<file path="config.mk">
export PLATFORM = sky130hd
export DESIGN_NAME = fuel_sequencer
export DESIGN_NICKNAME = d
export VERILOG_FILES = /design/src/rtl/fuel_sequencer.sv
export SDC_FILE = /design/constraint.sdc
export NUM_CORES = 1
export LEC_CHECK = 0
export ABC_CLOCK_PERIOD_IN_PS = 13700
export BUFFER_PORTS_ARGS = -buffer_cell sky130_fd_sc_hd__buf_4
export CORE_MARGIN = 5
export CORE_UTILIZATION = 45
export DETAILED_ROUTE_END_ITERATION = 16
export MAX_ROUTING_LAYER = met4
export PLACE_DENSITY = 0.7
export SKIP_CTS_REPAIR_TIMING = 1
export SLEW_MARGIN = 20
export SYNTH_ARGS = -nofsm -noshare
export SYNTH_HDL_FRONTEND = slang
export SYNTH_SLANG_ARGS = --single-unit
</file>
<file path="constraint.sdc">
create_clock -name clk -period 13.7 [get_ports clk]
set_input_delay 2.74 -clock clk [delete_from_list [all_inputs] [get_ports clk]]
set_output_delay 2.74 -clock clk [all_outputs]
set_load 0.005 [all_outputs]
</file>
<file path="src/rtl/fuel_sequencer.sv">
// Walks the number RAM, iterating floor(m/3)-2 on a serial restoring divider
// per mass, and accumulates first-step fuel (part 1) and fully iterated fuel (total).
module fuel_sequencer #(
   parameter int DATA_WIDTH = 64,
   parameter int ADDR_WIDTH = 11,
   parameter int SUM_WIDTH  = 64
) (
   input  logic                  clk,
   input  logic                  rst,
   input  logic                  start,
   input  logic [ADDR_WIDTH-1:0] count,
   output logic                  mem_rd,
   output logic [ADDR_WIDTH-1:0] mem_addr,
   input  logic [DATA_WIDTH-1:0] mem_data,
   output logic                  busy,
   output logic                  done,
   output logic [SUM_WIDTH-1:0]  part1_sum,
   output logic [SUM_WIDTH-1:0]  total_sum,
   output logic                  ovf
);

   // state   | meaning
   // S_IDLE  | after reset, waiting for start
   // S_FETCH | read strobe for entry idx
   // S_LOAD  | capture RAM word, arm divider
   // S_DIV   | one quotient bit per cycle, MSB first
   // S_EVAL  | accumulate q-2 and iterate, or move to next entry
   // S_DONE  | results held until the next start
   typedef enum logic [2:0] {
      S_IDLE,
      S_FETCH,
      S_LOAD,
      S_DIV,
      S_EVAL,
      S_DONE
   } state_t;

   localparam int BW = (DATA_WIDTH > 1) ? $clog2(DATA_WIDTH) : 1;
   // Adder wide enough that a fuel value wider than the sum still flags ovf.
   localparam int WW = ((SUM_WIDTH > DATA_WIDTH) ? SUM_WIDTH : DATA_WIDTH) + 1;
   localparam logic [BW-1:0] BIT_MSB = BW'(DATA_WIDTH - 1);

   state_t                state_q, state_d;
   logic [ADDR_WIDTH-1:0] count_q, count_d;
   logic [ADDR_WIDTH-1:0] idx_q, idx_d;
   logic [DATA_WIDTH-1:0] m_q, m_d;
   logic [DATA_WIDTH-1:0] q_q, q_d;
   logic [1:0]            rem_q, rem_d;
   logic [BW-1:0]         bit_q, bit_d;
   logic                  first_q, first_d;
   logic [SUM_WIDTH-1:0]  part1_q, part1_d;
   logic [SUM_WIDTH-1:0]  total_q, total_d;
   logic                  ovf_q, ovf_d;

   logic [2:0]            rem_shift;
   logic                  rem_ge3;
   logic [1:0]            rem_next;
   logic [DATA_WIDTH-1:0] fuel;
   logic                  q_gt2;
   logic [WW-1:0]         total_wide;
   logic [WW-1:0]         part1_wide;
   logic                  total_cy;
   logic                  part1_cy;
   logic [ADDR_WIDTH-1:0] idx_inc;

   assign rem_shift  = {rem_q, m_q[DATA_WIDTH-1]};
   assign rem_ge3    = (rem_shift >= 3'd3);
   assign rem_next   = rem_ge3 ? 2'(rem_shift - 3'd3) : rem_shift[1:0];
   assign q_gt2      = (q_q > DATA_WIDTH'(2));
   assign fuel       = q_q - DATA_WIDTH'(2);
   assign total_wide = WW'(total_q) + WW'(fuel);
   assign part1_wide = WW'(part1_q) + WW'(fuel);
   assign total_cy   = |total_wide[WW-1:SUM_WIDTH];
   assign part1_cy   = |part1_wide[WW-1:SUM_WIDTH];
   assign idx_inc    = idx_q + 1'b1;

   always_comb begin
      state_d  = state_q;
      count_d  = count_q;
      idx_d    = idx_q;
      m_d      = m_q;
      q_d      = q_q;
      rem_d    = rem_q;
      bit_d    = bit_q;
      first_d  = first_q;
      part1_d  = part1_q;
      total_d  = total_q;
      ovf_d    = ovf_q;
      mem_rd   = 1'b0;
      mem_addr = '0;
      busy     = 1'b1;
      done     = 1'b0;

      case (state_q)
         S_IDLE, S_DONE: begin
            busy = 1'b0;
            done = (state_q == S_DONE);
            if (start) begin
               count_d = count;
               idx_d   = '0;
               part1_d = '0;
               total_d = '0;
               ovf_d   = 1'b0;
               state_d = (count == '0) ? S_DONE : S_FETCH;
            end
         end
         S_FETCH: begin
            mem_rd   = 1'b1;
            mem_addr = idx_q;
            state_d  = S_LOAD;
         end
         S_LOAD: begin
            m_d     = mem_data;
            first_d = 1'b1;
            q_d     = '0;
            rem_d   = '0;
            bit_d   = BIT_MSB;
            state_d = S_DIV;
         end
         S_DIV: begin
            m_d   = {m_q[DATA_WIDTH-2:0], 1'b0};
            q_d   = {q_q[DATA_WIDTH-2:0], rem_ge3};
            rem_d = rem_next;
            bit_d = bit_q - 1'b1;
            if (bit_q == '0) state_d = S_EVAL;
         end
         S_EVAL: begin
            if (q_gt2) begin
               total_d = total_wide[SUM_WIDTH-1:0];
               ovf_d   = ovf_q | total_cy | (first_q & part1_cy);
               if (first_q) part1_d = part1_wide[SUM_WIDTH-1:0];
               m_d     = fuel;
               first_d = 1'b0;
               q_d     = '0;
               rem_d   = '0;
               bit_d   = BIT_MSB;
               state_d = S_DIV;
            end else begin
               idx_d   = idx_inc;
               state_d = (idx_inc == count_q) ? S_DONE : S_FETCH;
            end
         end
         default: state_d = S_IDLE;
      endcase
   end

   always_ff @(posedge clk or posedge rst) begin
      if (rst) begin
         state_q <= S_IDLE;
         count_q <= '0;
         idx_q   <= '0;
         m_q     <= '0;
         q_q     <= '0;
         rem_q   <= '0;
         bit_q   <= '0;
         first_q <= 1'b0;
         part1_q <= '0;
         total_q <= '0;
         ovf_q   <= 1'b0;
      end else begin
         state_q <= state_d;
         count_q <= count_d;
         idx_q   <= idx_d;
         m_q     <= m_d;
         q_q     <= q_d;
         rem_q   <= rem_d;
         bit_q   <= bit_d;
         first_q <= first_d;
         part1_q <= part1_d;
         total_q <= total_d;
         ovf_q   <= ovf_d;
      end
   end

   assign part1_sum = part1_q;
   assign total_sum = total_q;
   assign ovf       = ovf_q;

endmodule
</file>
=== Yosys cells after proc, flatten, opt, wreduce, memory -nomap -nowiden ===
Cells that the tools add are included.

* Bitwise gates (word level): 3
* Reductions and logical operators: 14
* Equal/unequal tests: 11
* Order comparisons: 2
* Multiplexer cells: 33
* $add $sub $neg: 6

{| class="wikitable"
|+ Operator list
! kind !! count
|-
| $mux 64 || 6
|-
| $pmux 64 s3 || 2
|-
| $pmux 64 s2 || 2
|-
| $add 64x64->65 || 2
|-
| $gt 64x2->1 const B || 1
|-
| $sub 64x2->64 const B || 1
|-
| $mux 11 || 3
|-
| $pmux 11 s2 || 1
|-
| $pmux 6 s3 || 1
|-
| $mux 3 || 5
|-
| $pmux 3 s5 || 1
|-
| $add 11x1->11 const B || 1
|-
| $eq 11x11->1 || 1
|-
| $logic_not 11->1 || 1
|-
| $ne 2x2->1 const B || 5
|-
| $reduce_and 2->1 || 4
|-
| $eq 3x2->1 const B || 2
|-
| $eq 3x3->1 const B || 2
|-
| $logic_not 6->1 || 1
|-
| $mux 1 || 6
|-
| $mux 6 || 1
|-
| $pmux 2 s3 || 1
|-
| $reduce_and 3->1 || 2
|-
| $sub 6x1->6 const B || 1
|-
| 12 further kinds || 16
|}

* Logic and storage cells: 80
* Register bits: 291
* Output and inout port bits: 143

=== Longest topological paths before layout ===
* Depth after elaboration: 6
* Depth in mapped cells: 22
* Gate-level depth less buffers: 20

=== Worst setup path before layout ===
No wires, ideal clock.

* Kind: flip-flop to flip-flop
* From: reg q_q[13]
* To: reg total_q[52], in the netlist total_sum[52]
* Stages on the path, launching flop included: 15
* Buffers on the path: 0
* Required time: 13.578 ns
* Library setup time: 0.122 ns
* Slack: 8.625 ns
* Clock period less this slack: 5.075 ns
* Arrival: 4.953 ns
* Cells stage by stage: dfrtp_1 or4_1 nand2b_1 or2_2 or4_1 xnor2_1 ha_1 nand2_1 nor4_1 or3b_2 a2111o_1 a2111oi_0 o21ai_0 a21o_1 a32o_1

* Word-level cells in the longest chain between the ends: 4

{| class="wikitable"
|+ RTL lines
! item !! RTL line !! source
|-
| start, declared || 47 || <nowiki>logic [DATA_WIDTH-1:0] q_q, q_d;</nowiki>
|-
| start signal, assigned || 165 || <nowiki>q_q <= q_d;</nowiki>
|-
| $sub 64x2->64 || 70 || <nowiki>assign fuel = q_q - DATA_WIDTH'(2);</nowiki>
|-
| $add 64x64->65 || 71 || <nowiki>assign total_wide = WW'(total_q) + WW'(fuel);</nowiki>
|-
| $mux 64 || 128 || <nowiki>if (q_gt2) begin</nowiki>
|-
| $pmux 64 s2 || 94 || <nowiki>case (state_q)</nowiki>
|-
| end signal, assigned || 170 || <nowiki>total_q <= total_d;</nowiki>
|-
| end, declared || 52 || <nowiki>logic [SUM_WIDTH-1:0] total_q, total_d;</nowiki>
|}

Parallel ways exist; a longest one is shown, timed or not. The select of a mux whose other input is x is not followed.
A chain may end at the register's enable or synchronous reset.

=== Final worst setup path ===
* From: reg q_q[5]
* To: reg part1_q[57], in the netlist part1_sum[57]

* Word-level cells in the longest chain between the ends: 5

{| class="wikitable"
|+ RTL lines
! item !! RTL line !! source
|-
| $sub 64x2->64 || 70 ||
|-
| $add 64x64->65 || 72 || <nowiki>assign part1_wide = WW'(part1_q) + WW'(fuel);</nowiki>
|-
| $mux 64 || 131 || <nowiki>if (first_q) part1_d = part1_wide[SUM_WIDTH-1:0];</nowiki>
|-
| $mux 64 || 128 ||
|-
| $pmux 64 s2 || 94 ||
|-
| end signal, assigned || 169 || <nowiki>part1_q <= part1_d;</nowiki>
|-
| end, declared || 51 || <nowiki>logic [SUM_WIDTH-1:0] part1_q, part1_d;</nowiki>
|}

Parallel ways exist; a longest one is shown, timed or not. The select of a mux whose other input is x is not followed.

==> metrics.txt <==
Yosys cell types=74; post-synthesis sequential area ratio=0.358; Worst EP required=14,180 ps; final setup fails=0; Die H=223 µm; routed vias/inst=just over 6; headroom to the max-slew limit=0.343; IO Port Bufs=220; GP Congestion=0.999; crit share post-route=0.423; pwr/cell area=between 100 and 150 nW/µm²; most numerous cell in the Yosys netlist=nand2_1; Final ANT Viol Nets=0; fin cells=3,137; leakage power=between 10 and 15 nW; largest net degree at the start of global routing=130; Final HPWL DP=47,900 µm; first-pass GRT wire length=between 100,000 and 150,000 µm; Residual DRC=0; fin nets=2,727; clock period minus worst slack=5790 ps; Async S/R FF share, synth=1.00; post-synth top area share=0.358; Mapped Area=20,400 µm²; critical path class=register to register; All-Layer GR Usage=0.257; Seq pwr share=0.300; layout cells sized above 1=0.130; Initial Util=0.452; WL per Instance=20.6 µm; via count=roughly 19,000; Yosys top cell by area=dfrtp_1; Hold Path Class=register to register; fin util=0.522; RSZ-0062 raised after global routing=false; total negative setup slack=0 ps; top_reg_cell synth=dfrtp_1; Int Pwr=approximately 2.1 mW; total iterations of the first detailed-routing run=8; Fin. Hold Viols=0; Clock Power Share=0.288; Max IR drop VDD=about 0.1 mV; FF+latch count, synth=291; core box area=~45,000 µm²; DIE WIDTH=223 µm; skew final=around 22 ps; FILL cells=4,237; CTS clock-pin slew for the worst setup and hold paths=60 ps; CP endpoint kind=register; combinational power share=0.413; TritonCTS clock tree=yes; FP Rows=just under 80; CP arrival=6280 ps; io pins=221; Mapped Avg Cell Area=8.59 µm²; H-Tree Depth=2; Syn Nets=2,586; Post-synth EDFFs=0; antenna violations before repair=1; Inserted Clock Buffers=36; fmax=0.173 GHz; Mapped Cells=2,369; CP max FO=7; initial DRC count=1,697; top cells by area, synth=dfrtp_1 36%, ha_1 8.4%, nand2_1 5.6%, xor2_1 4.8%, o21ai_0 4.7%; switching power=1.33 mW; vias in the first global route=roughly 18,000; Clock Tree Buf Depth=3; total die area=49,600 µm²; Area growth syn-to-layout=15.7%; total congestion overflow=0; hold slack=between 400 and 500 ps; Least-Margin Pin Slew=slightly below 1000 ps; status=complete, no violations; Detailed Route WL=approximately 65,000 µm; synthesis warning total=0; startpoint types=register; Max Cap Violations=0; Final Max Tran Viols=0; dpl cells=3,072; worst skew pair latency=550 ps; root buf cell=clkbuf_16; list of most frequent post-synthesis cells=306 x nand2_1, 291 x dfrtp_1, 193 x o21ai_0; switching share of power=0.392; Num Clock Sinks=291
## layout make-up
cell class | count | area (µm²) | share of cell area
Inverter | 42 | 165 | 0.00701
Antenna cell | 1 | 2.50 | 0.000106
Sequential cell | 291 | 7280 | 0.309
Multi-Input combinational cell | 1904 | 12400 | 0.526
Clock buffer | 51 | 1040 | 0.0441
Timing Repair Buffer | 235 | 1770 | 0.0751
Tap cell | 600 | 751 | 0.0319
Clock inverter | 13 | 163 | 0.00691
## routing by layer
layer	global-route usage	wire length [µm]	vias up	part of all wire
met5	-	0	-	0
met4	0.0757	1840	0	0.028
met3	0.0345	3940	110	0.061
met2	0.403	29700	691	0.46
met1	0.349	29200	9144	0.45
li1	-	-	9001	-
## sequential cells by signal (all words and copies together) (netlist names)
register   cells
bit_q          6
count_q       11
first_q        1
idx_q         11
m_q           64
ovf            1
part1_sum     64
q_q           64
rem_q          2
state_q        3
total_sum     64
## stage by stage
stage / area [µm²] / power, mW / setup WS, ps
6_report: 23500 / 3.40 / 7910
5_1_grt: 23500 / 3.59 / 7510
4_1_cts: 23500 / 3.38 / 7930
3_5_place_dp: 22300 / 2.39 / 8000
3_3_place_gp: 22300 / 2.37 / 8080
2_1_floorplan: 20400 / 2.04 / 2930
## cell usage in the layout, fill, tap and decap left out, types with 36 or more instances in the layout
cell         n
a22o_1      73
a22oi_1     61
buf_4      234
inv_1       41
nand2_1    305
nand3_1     38
ha_1       137
a21oi_1    162
o21ai_0    192
xnor2_1     77
nand4_1     36
xor2_1     112
and3_1      41
a21o_1      85
clkbuf_16   36
nor2_1     167
a31oi_1     82
dfrtp_1    291
nor3_1      39
## worst paths after layout
| check | startpoint | end | slack, ps | cells past startpoint |
|---|---|---|---|---|
| worst max-delay path | q_q[5] | part1_sum[57] | 7910 | 18 |
| worst min-delay path | bit_q[5] | bit_q[5] | 500 | 1 |
| worst max register to register | q_q[5] | part1_sum[57] | 7910 | 18 |
| worst min register to register | bit_q[5] | bit_q[5] | 500 | 1 |
| max in group asynchronous | rst | part1_sum[30] | 9950 | 3 |
| min in group asynchronous | rst | idx_q[1] | 2290 | 2 |
## power groups by stage
stage          clock (mW)  sequential, mW  combinational [mW]
2_1_floorplan           0           0.999                1.04
3_3_place_gp            0            1.02                1.35
5_1_grt              1.03            1.03                1.54
4_1_cts             0.996            1.01                1.37
6_report            0.978            1.02                1.40
3_5_place_dp            0            1.03                1.36
## logic make-up after synthesis
| kind of cell | after synthesis | synth area share |
|---|---|---|
| compound gates | 809 | 0.258 |
| xor+xnor | 189 | 0.0813 |
| fa+ha+maj | 139 | 0.0862 |
| buf+inv | 174 | 0.0357 |
| flops | 291 | 0.358 |
| mux | 16 | 0.00854 |
| simple gates | 751 | 0.172 |
## critical path, cell delays in order (launching register included)
cell      delay (ps)
dfrtp_1          430
nor4_1           580
and3_1           310
and2_1           240
nand2_1          230
nor3_1           240
xor2_1           390
ha_1             400
and2_1           190
a221oi_1         330
o21ai_0          150
a221o_1          350
a31oi_1          190
buf_4            220
o31ai_1          180
o21ai_0          500
o211ai_1         290
or3_1            410
nand3_1           70
Power figures use the tool's default switching activity.
